File: src/rtl/div_ctrl_if.sv
// div_ctrl_if: EX-stage <-> divide sequencer bundle.
// master = EX stage / HI-LO side, slave = div_ctrl.
// Optional DIV_CANCEL_EN adds the pipeline-flush input.
interface div_ctrl_if #(
    parameter int WIDTH = 32
);
    logic                 start;
    logic                 signed_div;
    logic [WIDTH-1:0]     a;
    logic [WIDTH-1:0]     b;
`ifdef DIV_CANCEL_EN
    logic                 cancel;
`endif
    logic                 stall_o;
    logic                 ready;
    logic                 hilo_we;
    logic [2*WIDTH-1:0]   result;

`ifdef DIV_CANCEL_EN
    modport master (
        output start, signed_div, a, b, cancel,
        input  stall_o, ready, hilo_we, result
    );
    modport slave (
        input  start, signed_div, a, b, cancel,
        output stall_o, ready, hilo_we, result
    );
`else
    modport master (
        output start, signed_div, a, b,
        input  stall_o, ready, hilo_we, result
    );
    modport slave (
        input  start, signed_div, a, b,
        output stall_o, ready, hilo_we, result
    );
`endif
endinterface

File: src/rtl/div_ctrl.sv
// div_ctrl: multi-cycle restoring divider sequencer for the HI/LO path.
// Runs WIDTH radix-2 steps on operand magnitudes, fixes signs at the end,
// and writes {remainder, quotient} with a one-cycle hilo_we pulse.
// Optional feature macro: DIV_CANCEL_EN (adds a pipeline-flush cancel input).
//
// state  | meaning
// IDLE   | waiting for start; stall asserted combinationally on start
// ZERO   | divide by zero; load {a, all-ones}
// BUSY   | one restoring step per cycle, WIDTH steps
// DONE   | result valid, ready/hilo_we pulse, stall released
module div_ctrl #(
    parameter int WIDTH = 32
) (
    input  logic       clk,
    input  logic       rst,
    div_ctrl_if.slave  bus
);
    localparam int CW = (WIDTH > 1) ? $clog2(WIDTH) : 1;

    typedef enum logic [1:0] {S_IDLE, S_ZERO, S_BUSY, S_DONE} state_t;

    state_t               state_q, state_d;
    logic [WIDTH-1:0]     rem_q, rem_d;
    logic [WIDTH-1:0]     quo_q, quo_d;
    logic [WIDTH-1:0]     dvs_q, dvs_d;
    logic                 negq_q, negq_d;
    logic                 negr_q, negr_d;
    logic [CW-1:0]        cnt_q, cnt_d;
    logic [2*WIDTH-1:0]   result_q, result_d;

    logic                 stall_w, ready_w, cancel_w;
    logic [WIDTH:0]       part, trial;
    logic [WIDTH-1:0]     rem_step, quo_step;
    logic [WIDTH-1:0]     a_mag, b_mag;

`ifdef DIV_CANCEL_EN
    assign cancel_w = bus.cancel;
`else
    assign cancel_w = 1'b0;
`endif

    // One restoring step: the remainder gets an extra top bit so the trial
    // subtract is correct even for divisors with the MSB set.
    assign part     = {rem_q, quo_q[WIDTH-1]};
    assign trial    = part - {1'b0, dvs_q};
    assign rem_step = trial[WIDTH] ? part[WIDTH-1:0] : trial[WIDTH-1:0];
    assign quo_step = {quo_q[WIDTH-2:0], ~trial[WIDTH]};

    // Operand magnitudes; wraparound makes |0x80..0| = 0x80..0.
    assign a_mag = (bus.signed_div && bus.a[WIDTH-1]) ? (~bus.a + 1'b1) : bus.a;
    assign b_mag = (bus.signed_div && bus.b[WIDTH-1]) ? (~bus.b + 1'b1) : bus.b;

    // FSM state register.
    always_ff @(posedge clk) begin
        if (rst) state_q <= S_IDLE;
        else     state_q <= state_d;
    end

    // Datapath registers.
    always_ff @(posedge clk) begin
        if (rst) begin
            rem_q    <= '0;
            quo_q    <= '0;
            dvs_q    <= '0;
            negq_q   <= 1'b0;
            negr_q   <= 1'b0;
            cnt_q    <= '0;
            result_q <= '0;
        end else begin
            rem_q    <= rem_d;
            quo_q    <= quo_d;
            dvs_q    <= dvs_d;
            negq_q   <= negq_d;
            negr_q   <= negr_d;
            cnt_q    <= cnt_d;
            result_q <= result_d;
        end
    end

    // Next-state, datapath update and outputs.
    always_comb begin
        state_d  = state_q;
        rem_d    = rem_q;
        quo_d    = quo_q;
        dvs_d    = dvs_q;
        negq_d   = negq_q;
        negr_d   = negr_q;
        cnt_d    = cnt_q;
        result_d = result_q;
        stall_w  = 1'b0;
        ready_w  = 1'b0;

        case (state_q)
            S_IDLE: begin
                if (bus.start && !cancel_w) begin
                    stall_w = 1'b1;
                    negq_d  = bus.signed_div & (bus.a[WIDTH-1] ^ bus.b[WIDTH-1]);
                    negr_d  = bus.signed_div & bus.a[WIDTH-1];
                    cnt_d   = '0;
                    rem_d   = '0;
                    dvs_d   = b_mag;
                    if (bus.b == '0) begin
                        // raw dividend kept for the {a, all-ones} result
                        quo_d   = bus.a;
                        state_d = S_ZERO;
                    end else begin
                        quo_d   = a_mag;
                        state_d = S_BUSY;
                    end
                end
            end
            S_ZERO: begin
                stall_w  = 1'b1;
                result_d = {quo_q, {WIDTH{1'b1}}};
                state_d  = S_DONE;
            end
            S_BUSY: begin
                stall_w = 1'b1;
                rem_d   = rem_step;
                quo_d   = quo_step;
                cnt_d   = cnt_q + 1'b1;
                if (cnt_q == CW'(WIDTH - 1)) begin
                    result_d = {negr_q ? (~rem_step + 1'b1) : rem_step,
                                negq_q ? (~quo_step + 1'b1) : quo_step};
                    state_d  = S_DONE;
                end
            end
            S_DONE: begin
                ready_w = 1'b1;
                state_d = S_IDLE;
            end
            default: state_d = S_IDLE;
        endcase

        if (cancel_w) begin
            state_d  = S_IDLE;
            result_d = result_q;
            ready_w  = 1'b0;
        end
    end

    assign bus.stall_o = stall_w;
    assign bus.ready   = ready_w;
    assign bus.hilo_we = ready_w;
    assign bus.result  = result_q;
endmodule

File: src/flat_wrapper.sv
// flat-port wrapper written by rule: the top's interface ports become plain ports
module div_ctrl_flat 
#(
    parameter int WIDTH = 32
)
  (clk, rst, bus_start, bus_signed_div, bus_a, bus_b, bus_stall_o, bus_ready, bus_hilo_we, bus_result);
  div_ctrl_if #(.WIDTH(WIDTH)) bus_i ();
  input  logic clk;
  input  logic rst;
  input wire logic [$bits(bus_i.start)-1:0] bus_start;
  input wire logic [$bits(bus_i.signed_div)-1:0] bus_signed_div;
  input wire logic [$bits(bus_i.a)-1:0] bus_a;
  input wire logic [$bits(bus_i.b)-1:0] bus_b;
  output wire logic [$bits(bus_i.stall_o)-1:0] bus_stall_o;
  output wire logic [$bits(bus_i.ready)-1:0] bus_ready;
  output wire logic [$bits(bus_i.hilo_we)-1:0] bus_hilo_we;
  output wire logic [$bits(bus_i.result)-1:0] bus_result;
  assign bus_i.start = bus_start;
  assign bus_i.signed_div = bus_signed_div;
  assign bus_i.a = bus_a;
  assign bus_i.b = bus_b;
  assign bus_stall_o = bus_i.stall_o;
  assign bus_ready = bus_i.ready;
  assign bus_hilo_we = bus_i.hilo_we;
  assign bus_result = bus_i.result;
  div_ctrl #(.WIDTH(WIDTH)) u_core (.clk(clk), .rst(rst), .bus(bus_i));
endmodule
File: config.mk
export PLATFORM = sky130hd
export DESIGN_NAME = div_ctrl_flat
export DESIGN_NICKNAME = d
export VERILOG_FILES = /design/src/rtl/div_ctrl_if.sv /design/src/rtl/div_ctrl.sv /design/src/flat_wrapper.sv
export SDC_FILE = /design/constraint.sdc
export NUM_CORES = 1
export LEC_CHECK = 0
export CAP_MARGIN = 10
export CELL_PAD_IN_SITES_DETAIL_PLACEMENT = 0
export CELL_PAD_IN_SITES_GLOBAL_PLACEMENT = 1
export CORE_ASPECT_RATIO = 1.5
export CORE_MARGIN = 2
export CORE_UTILIZATION = 38
export DETAILED_ROUTE_END_ITERATION = 10
export HOLD_SLACK_MARGIN = 0.02
export PLACE_DENSITY_LB_ADDON = 0.1
export SYNTH_ARGS = -nofsm -noshare
export SYNTH_HDL_FRONTEND = slang
export SYNTH_SLANG_ARGS = --single-unit
File: constraint.sdc
create_clock -name clk -period 5.5 [get_ports clk]
set_input_delay 0.55 -clock clk [delete_from_list [all_inputs] [get_ports clk]]
set_output_delay 0.55 -clock clk [all_outputs]
set_load 0.05 [all_outputs]
### Word-level counts from Yosys, hierarchy flattened

Cells that the tools add are included.

* add/sub/neg operators: 6
* equality and inequality tests: 6
* multiplexer cells: 21
* bitwise gates (word level): 8
* reductions and logical operators: 11

Operators with widths (number)
* 32-bit 2-to-1 mux: 8
* 32-bit by 1-bit adder with 32-bit output, second input constant: 4
* 32-bit inverter: 4
* 32-bit case mux with 2 select lines: 2
* 64-bit case mux with 2 select lines: 1
* 64-bit 2-to-1 mux: 1
* 33-bit by 32-bit subtractor with 33-bit output: 1
* 32-bit zero test: 1
* 5-bit case mux with 2 select lines: 1
* 2-bit case mux with 4 select lines: 1
* 2-bit AND reduction: 4
* 2-bit 2-to-1 mux: 3
* 5-bit by 1-bit adder with 5-bit output, second input constant: 1
* 5-bit == test, second input constant: 1
* 5-bit 2-to-1 mux: 1
* 2-bit == test, second input constant: 2
* 2-bit nonzero test: 2
* 1-bit AND: 2
* 2-bit by 1-bit == test with 1-bit output, second input constant: 1
* 1-bit logical AND: 2
* 2-bit zero test: 1
* 1-bit 2-to-1 mux: 2
* 2-bit by 1-bit inequality test with 1-bit output, second input constant: 1
* 2-bit inequality test, second input constant: 1
* other kinds (4): 4

* bits in registers: 169
* input bits: 68
* logic and storage cells: 60

### Depth between registers and ports, before layout

Gate-level depths: netlist of run 1.

* depth after elaboration: 7
* depth in mapped cells: 26
* mapped depth without buffers: 23

### Worst setup path before layout of run 1

No wires, ideal clock.

* path type: reg-to-reg
* start: register u_core.quo_q[31]
* end: register u_core.result_q[62] (netlist: u_core.bus.result[62])
* library setup time: 116 ps
* arrival: 5277 ps
* data required time: 5384 ps
* slack: 107 ps
* cell stages (with the launch flop): 26
* period minus slack after synthesis: 5393 ps
* cell sequence: dfxtp_1 inv_1 ha_1 inv_1 fa_1 a211oi_1 o211ai_1 a211oi_4 nor3_2 nor3_4 nor2_8 inv_2 buf_6 clkbuf_1 clkbuf_1 o21ai_0 inv_1 ha_1 or4b_2 nor4_1 o21ai_0 o41ai_1 nand3_1 or3b_1 a21o_1 a31o_1

* cells in the longest elaborated chain, start to end: 7

RTL lines
* start, declared: line div_ctrl.sv:24 `logic [WIDTH-1:0] quo_q, quo_d;`
* start signal, assigned: line div_ctrl.sv:71 `quo_q <= quo_d;`
* 33-bit by 32-bit subtractor with 33-bit output: line div_ctrl.sv:45 `assign trial = part - {1'b0, dvs_q};`
* 32-bit 2-to-1 mux *: line div_ctrl.sv:46 `assign rem_step = trial[WIDTH] ? part[WIDTH-1:0] : trial[WIDTH-1:0];`
* 32-bit inverter: line div_ctrl.sv:123 `result_d = {negr_q ? (~rem_step + 1'b1) : rem_step,`
* 32-bit by 1-bit adder with 32-bit output: line div_ctrl.sv:123
* 32-bit 2-to-1 mux *: line div_ctrl.sv:123
* 64-bit 2-to-1 mux *: line div_ctrl.sv:122 `if (cnt_q == CW'(WIDTH - 1)) begin`
* 64-bit case mux with 2 select lines *: line div_ctrl.sv:93 `case (state_q)`
* end signal, assigned: line div_ctrl.sv:76 `result_q <= result_d;`
* end, declared: line div_ctrl.sv:29 `logic [2*WIDTH-1:0] result_q, result_d;`

Mark *: on every way between the ends. The rest lies on a longest branch, timed or not. The select of a mux whose other input is x is not followed.
A chain may end at the register's enable or synchronous reset.

### Worst setup path after layout of run 1

Same ends and word-level chain as after synthesis.

==> results of run 1 <==
-- cells by family after synthesis --
group | Yosys count | synth area share (%)
AND/OR/NAND/NOR | 515 | 21.1
AO/OA/AOI/OAI | 457 | 27.4
flip-flops | 169 | 29.1
buffers and inverters | 164 | 5.75
XOR/XNOR | 129 | 9.72
adder cells (fa/ha/maj) | 42 | 4.59
multiplexers | 26 | 2.30
-- registers in the layout, indices dropped and copies added, names as in the netlist --
register and count:
u_core.rem_q 32, u_core.bus.result 64, u_core.negq_q 1, u_core.state_q 2, u_core.cnt_q 5, u_core.dvs_q 32, u_core.quo_q 32, u_core.negr_q 1
-- worst min-delay path by stage --
stage	slack [ps]	end	cells past startpoint
4_1_cts	460	u_core.dvs_q[0]	2
2_1_floorplan	430	u_core.dvs_q[22]	2
6_report	460	u_core.bus.result[35]	2
3_3_place_gp	450	u_core.dvs_q[22]	2
5_1_grt	490	u_core.dvs_q[22]	2
3_5_place_dp	450	u_core.dvs_q[0]	2
-- critical path, cell delays in order (launching register included) --
cell and delay (ps):
dfxtp_1 350, inv_1 90, ha_1 180, inv_1 60, fa_1 420, a211oi_2 240, o211ai_1 190, a211oi_4 360
nor3_2 130, o21a_4 240, nor2_8 140, mux2i_2 260, ha_1 190, or4b_2 620, nor4_1 180, o21ai_0 130
o41ai_1 140, nand3_1 150, buf_4 190, or3b_1 370, a21o_1 190, a31o_1 190
-- metal layers --
metal,vias up,GRT usage [%],routed length (um)
met5,-,0,0
met4,0,9.00,942
met3,47,2.34,1080
met2,242,42.8,19000
met1,5147,27.7,16200
li1,5670,-,-
-- where the power goes --
part	total [mW]	switching [mW]	internal, mW	leakage [nW]
clock	1.25	0.554	0.695	0.274
sequential	1.78	0.263	1.52	1.38
combinational	3.49	2.28	1.20	3.47
total	6.52	3.10	3.42	5.13
-- cells in the mapped netlist, drive strengths merged (9+ instances only) --
| library cell | instances | area, um2 |
|---|---|---|
| a222oi | 30 | 300 |
| nand2b | 11 | 76.3 |
| nor3 | 33 | 186 |
| nor4 | 15 | 93.8 |
| clkbuf | 87 | 328 |
| nand4 | 13 | 81.3 |
| a21oi | 89 | 445 |
| inv | 58 | 218 |
| a311oi | 11 | 96.3 |
| a21o | 12 | 90.1 |
| xor2 | 67 | 587 |
| buf | 19 | 123 |
| or4 | 13 | 105 |
| and2 | 12 | 75.1 |
| xnor2 | 62 | 543 |
| a211oi | 70 | 543 |
| and3 | 14 | 87.6 |
| o211ai | 9 | 67.6 |
| mux2i | 20 | 200 |
| o31ai | 36 | 270 |
| nand2 | 129 | 484 |
| a22oi | 31 | 233 |
| or3 | 26 | 173 |
| o22ai | 13 | 81.3 |
| o41ai | 12 | 113 |
| nor2 | 201 | 771 |
| o21ai | 82 | 410 |
| ha | 41 | 513 |
| nand3 | 21 | 110 |
| dfxtp | 169 | 3380 |
-- per-stage QoR --
step,instances,total power [mW],utilization (%)
global route,1985,6.96,45.8
floorplan,1502,4.22,-
detailed placement,1951,5.28,43.7
finish,1985,6.52,45.8
CTS,1983,6.54,45.7
global placement,1951,5.26,43.7
-- cell type report --
type / count / area (um2) / area share [%]
multi-input combinational: 1169 / 7600 / 55.0
sequential: 169 / 3380 / 24.5
timing repair buffer: 157 / 1510 / 10.9
tap: 400 / 500 / 3.62
clock buffer: 19 / 453 / 3.28
inverter: 58 / 218 / 1.58
clock inverter: 13 / 145 / 1.05
-- repair_timing --
item,in CTS,in global routing
setup buffers,0,2
gates resized for setup,0,2
hold buffers,0,0
endpoints found under the hold margin,0,0
endpoints found under the setup margin,0,3
==> flow_summary_export.csv, run 1 <==
group,metric,value,unit
outcome,run_status,"complete, no violations",
layout,final_common_cell,"nor2_1",
route,viasPerCell,5.59,
placement,port_buffers,134,
setup_path,crit_end,"u_core.bus.result[62]",
clock_network,root_buffer,"clkbuf_16",
worst_hold_path,worstHoldStart,"u_core.bus.result[35]",
synth,avgSynthCellArea,7.74,um2
setup_path,critPathKind,"reg2reg",
synth,syn_inst,1502,
grt,grtUsageTotal,23.3,%
clock_network,insertion_delay,460,ps
layout,nFillCells,3093,
route,first_pass_iters,5,
worst_hold_path,hold_class,"reg2reg",
setup_path,timing.rr.end,"u_core.bus.result[62]",
sta,rsz0062_at_grt,"no",
sta,setup_slack,382,ps
synth,yosysWarnings,0,
layout,diodes,0,
grt,antenna_found_initial,0,
synth,synth_ff_type,"dfxtp_1",
sta,fmaxAchievable,195,MHz
floorplanning,initial_core_util,38.5,%
setup_path,path_max_fanout,6,
synth,synth_nets,1612,
floorplanning,coreArea,0.0302,mm2
grt,grt_pass1_wl,59.5,mm
layout,area_growth,18.8,%
clock_network,path_clk_slew,70,ps
floorplanning,die_h,218,um
grt,grt_pass1_vias,10823,
route,wire_per_inst,18.7,um
layout,mostFrequentLayoutCells,"nor2_1, dfxtp_1, clkdlybuf4s50_1, nand2_1, a21oi_1",
clock_network,cts_made_buffers,17,
clock_network,cts.sinks,169,
sta,fin_tns_setup,0,ps
synth,ys_types,85,
floorplanning,std_cell_rows,78,
route,ant_nets,0,
placement,dpl.hpwl,28.0,mm
setup_path,cp.arrival,5470,ps
synth,ys_seq_area_share,29.1,%
power_and_ir_drop,power_density,472,mW/mm2
grt,grt_max_degree,72,
placement,place_congestion,0.868,
sta,slew_headroom,26.6,%
route,drtIter0Drc,567,
setup_path,rr_worst_depth,21,
setup_path,reg2reg_from,"u_core.quo_q[31]",
sta,hold_viol,0,
sta,tightest_slew,1100,ps
layout,final_area,0.0138,mm2
run,maxCapViolCount,0,
setup_path,crit_required,5860,ps
setup_path,start_kind,"register",
floorplanning,die_w,147,um
floorplanning,boundaryPins,135,
synth,async_flop_share,0,%
sta,finalSetupViolations,0,
power_and_ir_drop,max-vdd-ir-drop,0.000214,V
placement,placedInstanceArea,0.0132,mm2
synth,ys_ff_latch,169,
setup_path,crit_path_end_kind,"register",
route,drc,0,
clock_network,cts_tree,"built",
sta,timing.final.max_slew_violations,0,
synth,synth_edf_count,0,
floorplanning,die_area,0.0320,mm2
setup_path,reg2reg_slack,380,ps
power_and_ir_drop,leakagePower,5.13,nW
grt,overflow,0,
clock_network,clockBufferDepth,2,
sta,finClkSkew,9.34,ps
synth,netlist_area,0.0116,mm2
layout,nets,1682,
route,wirelength,37.2,mm
sta,fin_crit_sh,93.1,%
sta,hold-worst-slack,463,ps
route,vias,11106,
placement,place_ws,235,ps
sta,fin_crit,5120,ps
layout,drive_above_1_share,6.18,%
clock_network,h-tree-depth,4,
setup_path,startpoint,"u_core.quo_q[31]",
Power figures use the tool's default switching activity.
==> run 2, diff against run 1 <==
- CELL_PAD_IN_SITES_DETAIL_PLACEMENT: 0 -> 1
- CORE_UTILIZATION: 38 -> 46
- CTS_CLUSTER_DIAMETER: unset -> 200
- clock period: 5.5 -> 6.15 ns (I/O delays scaled with it)
==> flow_summary_export.csv, run 2 (synthesis gave the netlist of run 1 again) <==
group,metric,value,unit
route,drtIter0Drc,692,
worst_hold_path,hold_class,"reg2reg",
sta,timing.final.max_slew_violations,0,
placement,placedInstanceArea,0.0130,mm2
placement,place_ws,550,ps
sta,tightest_slew,1190,ps
sta,setup_slack,543,ps
layout,final_common_cell,"nor2_1",
run,maxCapViolCount,0,
sta,fin_crit,5610,ps
clock_network,root_buffer,"clkbuf_16",
layout,largest_reg_flops,64,
route,viasPerCell,6.16,
clock_network,post-cts-setup-buffer-count,0,
setup_path,cp.arrival,5940,ps
route,vias,11723,
floorplanning,die_w,134,um
clock_network,clockBufferDepth,2,
layout,nFillCells,3049,
clock_network,cts_tree,"built",
power_and_ir_drop,max-vdd-ir-drop,0.000229,V
clock_network,path_clk_slew,70,ps
sta,rsz0062_at_grt,"no",
setup_path,slowest_stage,"or4b_2",
grt,grtUsageTotal,30.0,%
grt,grt_max_degree,82,
setup_path,crit_required,6490,ps
power_and_ir_drop,leakagePower,5.10,nW
grt,overflow,0,
grt,grt_pass1_wl,63.1,mm
clock_network,cts_made_buffers,17,
power_and_ir_drop,power_density,429,mW/mm2
placement,dpl.hpwl,30.4,mm
route,first_pass_iters,5,
layout,diodes,0,
route,ant_nets,0,
sta,hold_viol,0,
sta,slew_headroom,20.2,%
layout,instances_no_fill,1904,
route,wirelength,39.8,mm
layout,area_growth,17.4,%
layout,drive_above_1_share,5.46,%
layout,final_util,54.6,%
clock_network,cts_hold_buf,0,
grt,grt_use_met1,33.9,%
setup_path,crit_path_end_kind,"register",
sta,fin_crit_sh,91.2,%
route,drc,0,
floorplanning,coreArea,0.0250,mm2
grt,grt_pass1_vias,11590,
placement,port_buffers,134,
outcome,run_status,"complete, no violations",
layout,nets,1673,
floorplanning,die_h,199,um
setup_path,start_kind,"register",
setup_path,path_max_fanout,16,
floorplanning,std_cell_rows,71,
placement,dp.cells,1872,
grt,grt.met2_usage,55.5,%
grt,grtUsageMet3,2.88,%
placement,place_congestion,0.921,
sta,finalSetupViolations,0,
setup_path,critPathKind,"reg2reg",
clock_network,insertion_delay,440,ps
layout,final_area,0.0136,mm2
setup_path,crit_chain,"inv_1 -> ha_1 -> inv_1 -> fa_1 -> a211oi_1 -> o211ai_1 -> a211oi_4 -> nor3_2 -> o21a_4 -> nor2_8 -> mux2i_1 -> ha_1 -> or4b_2 -> nor4_1 -> o21ai_0 -> o41ai_1 -> nand3_1 -> or3b_1 -> a21o_1 -> a31o_1",
sta,finClkSkew,10.4,ps
grt,grt-busiest-layer,"met2",
setup_path,slowest_delay,630,ps
floorplanning,boundaryPins,135,
clock_network,cts_resized,0,
layout,mostFrequentLayoutCells,"nor2_1, dfxtp_1, clkdlybuf4s50_1, nand2_1, a21oi_1",
sta,fmaxAchievable,178,MHz
floorplanning,initial_core_util,46.5,%
clock_network,h-tree-depth,4,
sta,fin_tns_setup,0,ps
floorplanning,die_area,0.0266,mm2
clock_network,cts.sinks,169,
route,wire_per_inst,20.9,um
grt,antenna_found_initial,0,
-- run 2: where the power goes --
part	internal, mW	switching, mW
clock network	0.610	0.487
logic	1.05	2.09
registers	1.36	0.262
total	3.02	2.84
-- run 2: worst paths after layout --
| kind | from | cells past startpoint | end | slack, ps |
|---|---|---|---|---|
| worst min-delay path | u_core.dvs_q[22] | 2 | u_core.dvs_q[22] | 450 |
| worst max register to register | u_core.quo_q[31] | 20 | u_core.bus.result[62] | 540 |
| worst max-delay path | u_core.quo_q[31] | 20 | u_core.bus.result[62] | 540 |
| worst min register to register | u_core.dvs_q[22] | 2 | u_core.dvs_q[22] | 450 |
-- run 2: final cells by class --
cell class | count | area, um2 | area share [%]
multi-input combinational | 1169 | 7590 | 55.6
sequential | 169 | 3380 | 24.8
timing repair buffer | 148 | 1440 | 10.6
clock buffer | 22 | 484 | 3.55
tap | 328 | 410 | 3.01
inverter | 58 | 218 | 1.60
clock inverter | 10 | 110 | 0.807
-- run 2: worst max-delay path, delay by kind of cell (launching register included) --
family | cells | cell delay [ps]
simple gates | 6 | 1950
compound gates | 8 | 1850
fa+ha+maj | 3 | 890
flops | 1 | 340
mux | 1 | 330
buf+inv | 2 | 150
-- run 2: routing by layer --
| layer | vias up | part of all wire [%] |
|---|---|---|
| met5 | - | 0 |
| met4 | 0 | 4.7 |
| met3 | 85 | 3.4 |
| met2 | 318 | 52 |
| met1 | 5680 | 40 |
| li1 | 5640 | - |
-- run 2: per-stage QoR --
step | hold slack [ps] | total power, mW
after floorplan | 432 | 3.77
after global placement | 445 | 4.67
after detailed placement | 450 | 4.75
after CTS | 456 | 5.86
after global routing | 482 | 6.21
final | 452 | 5.86
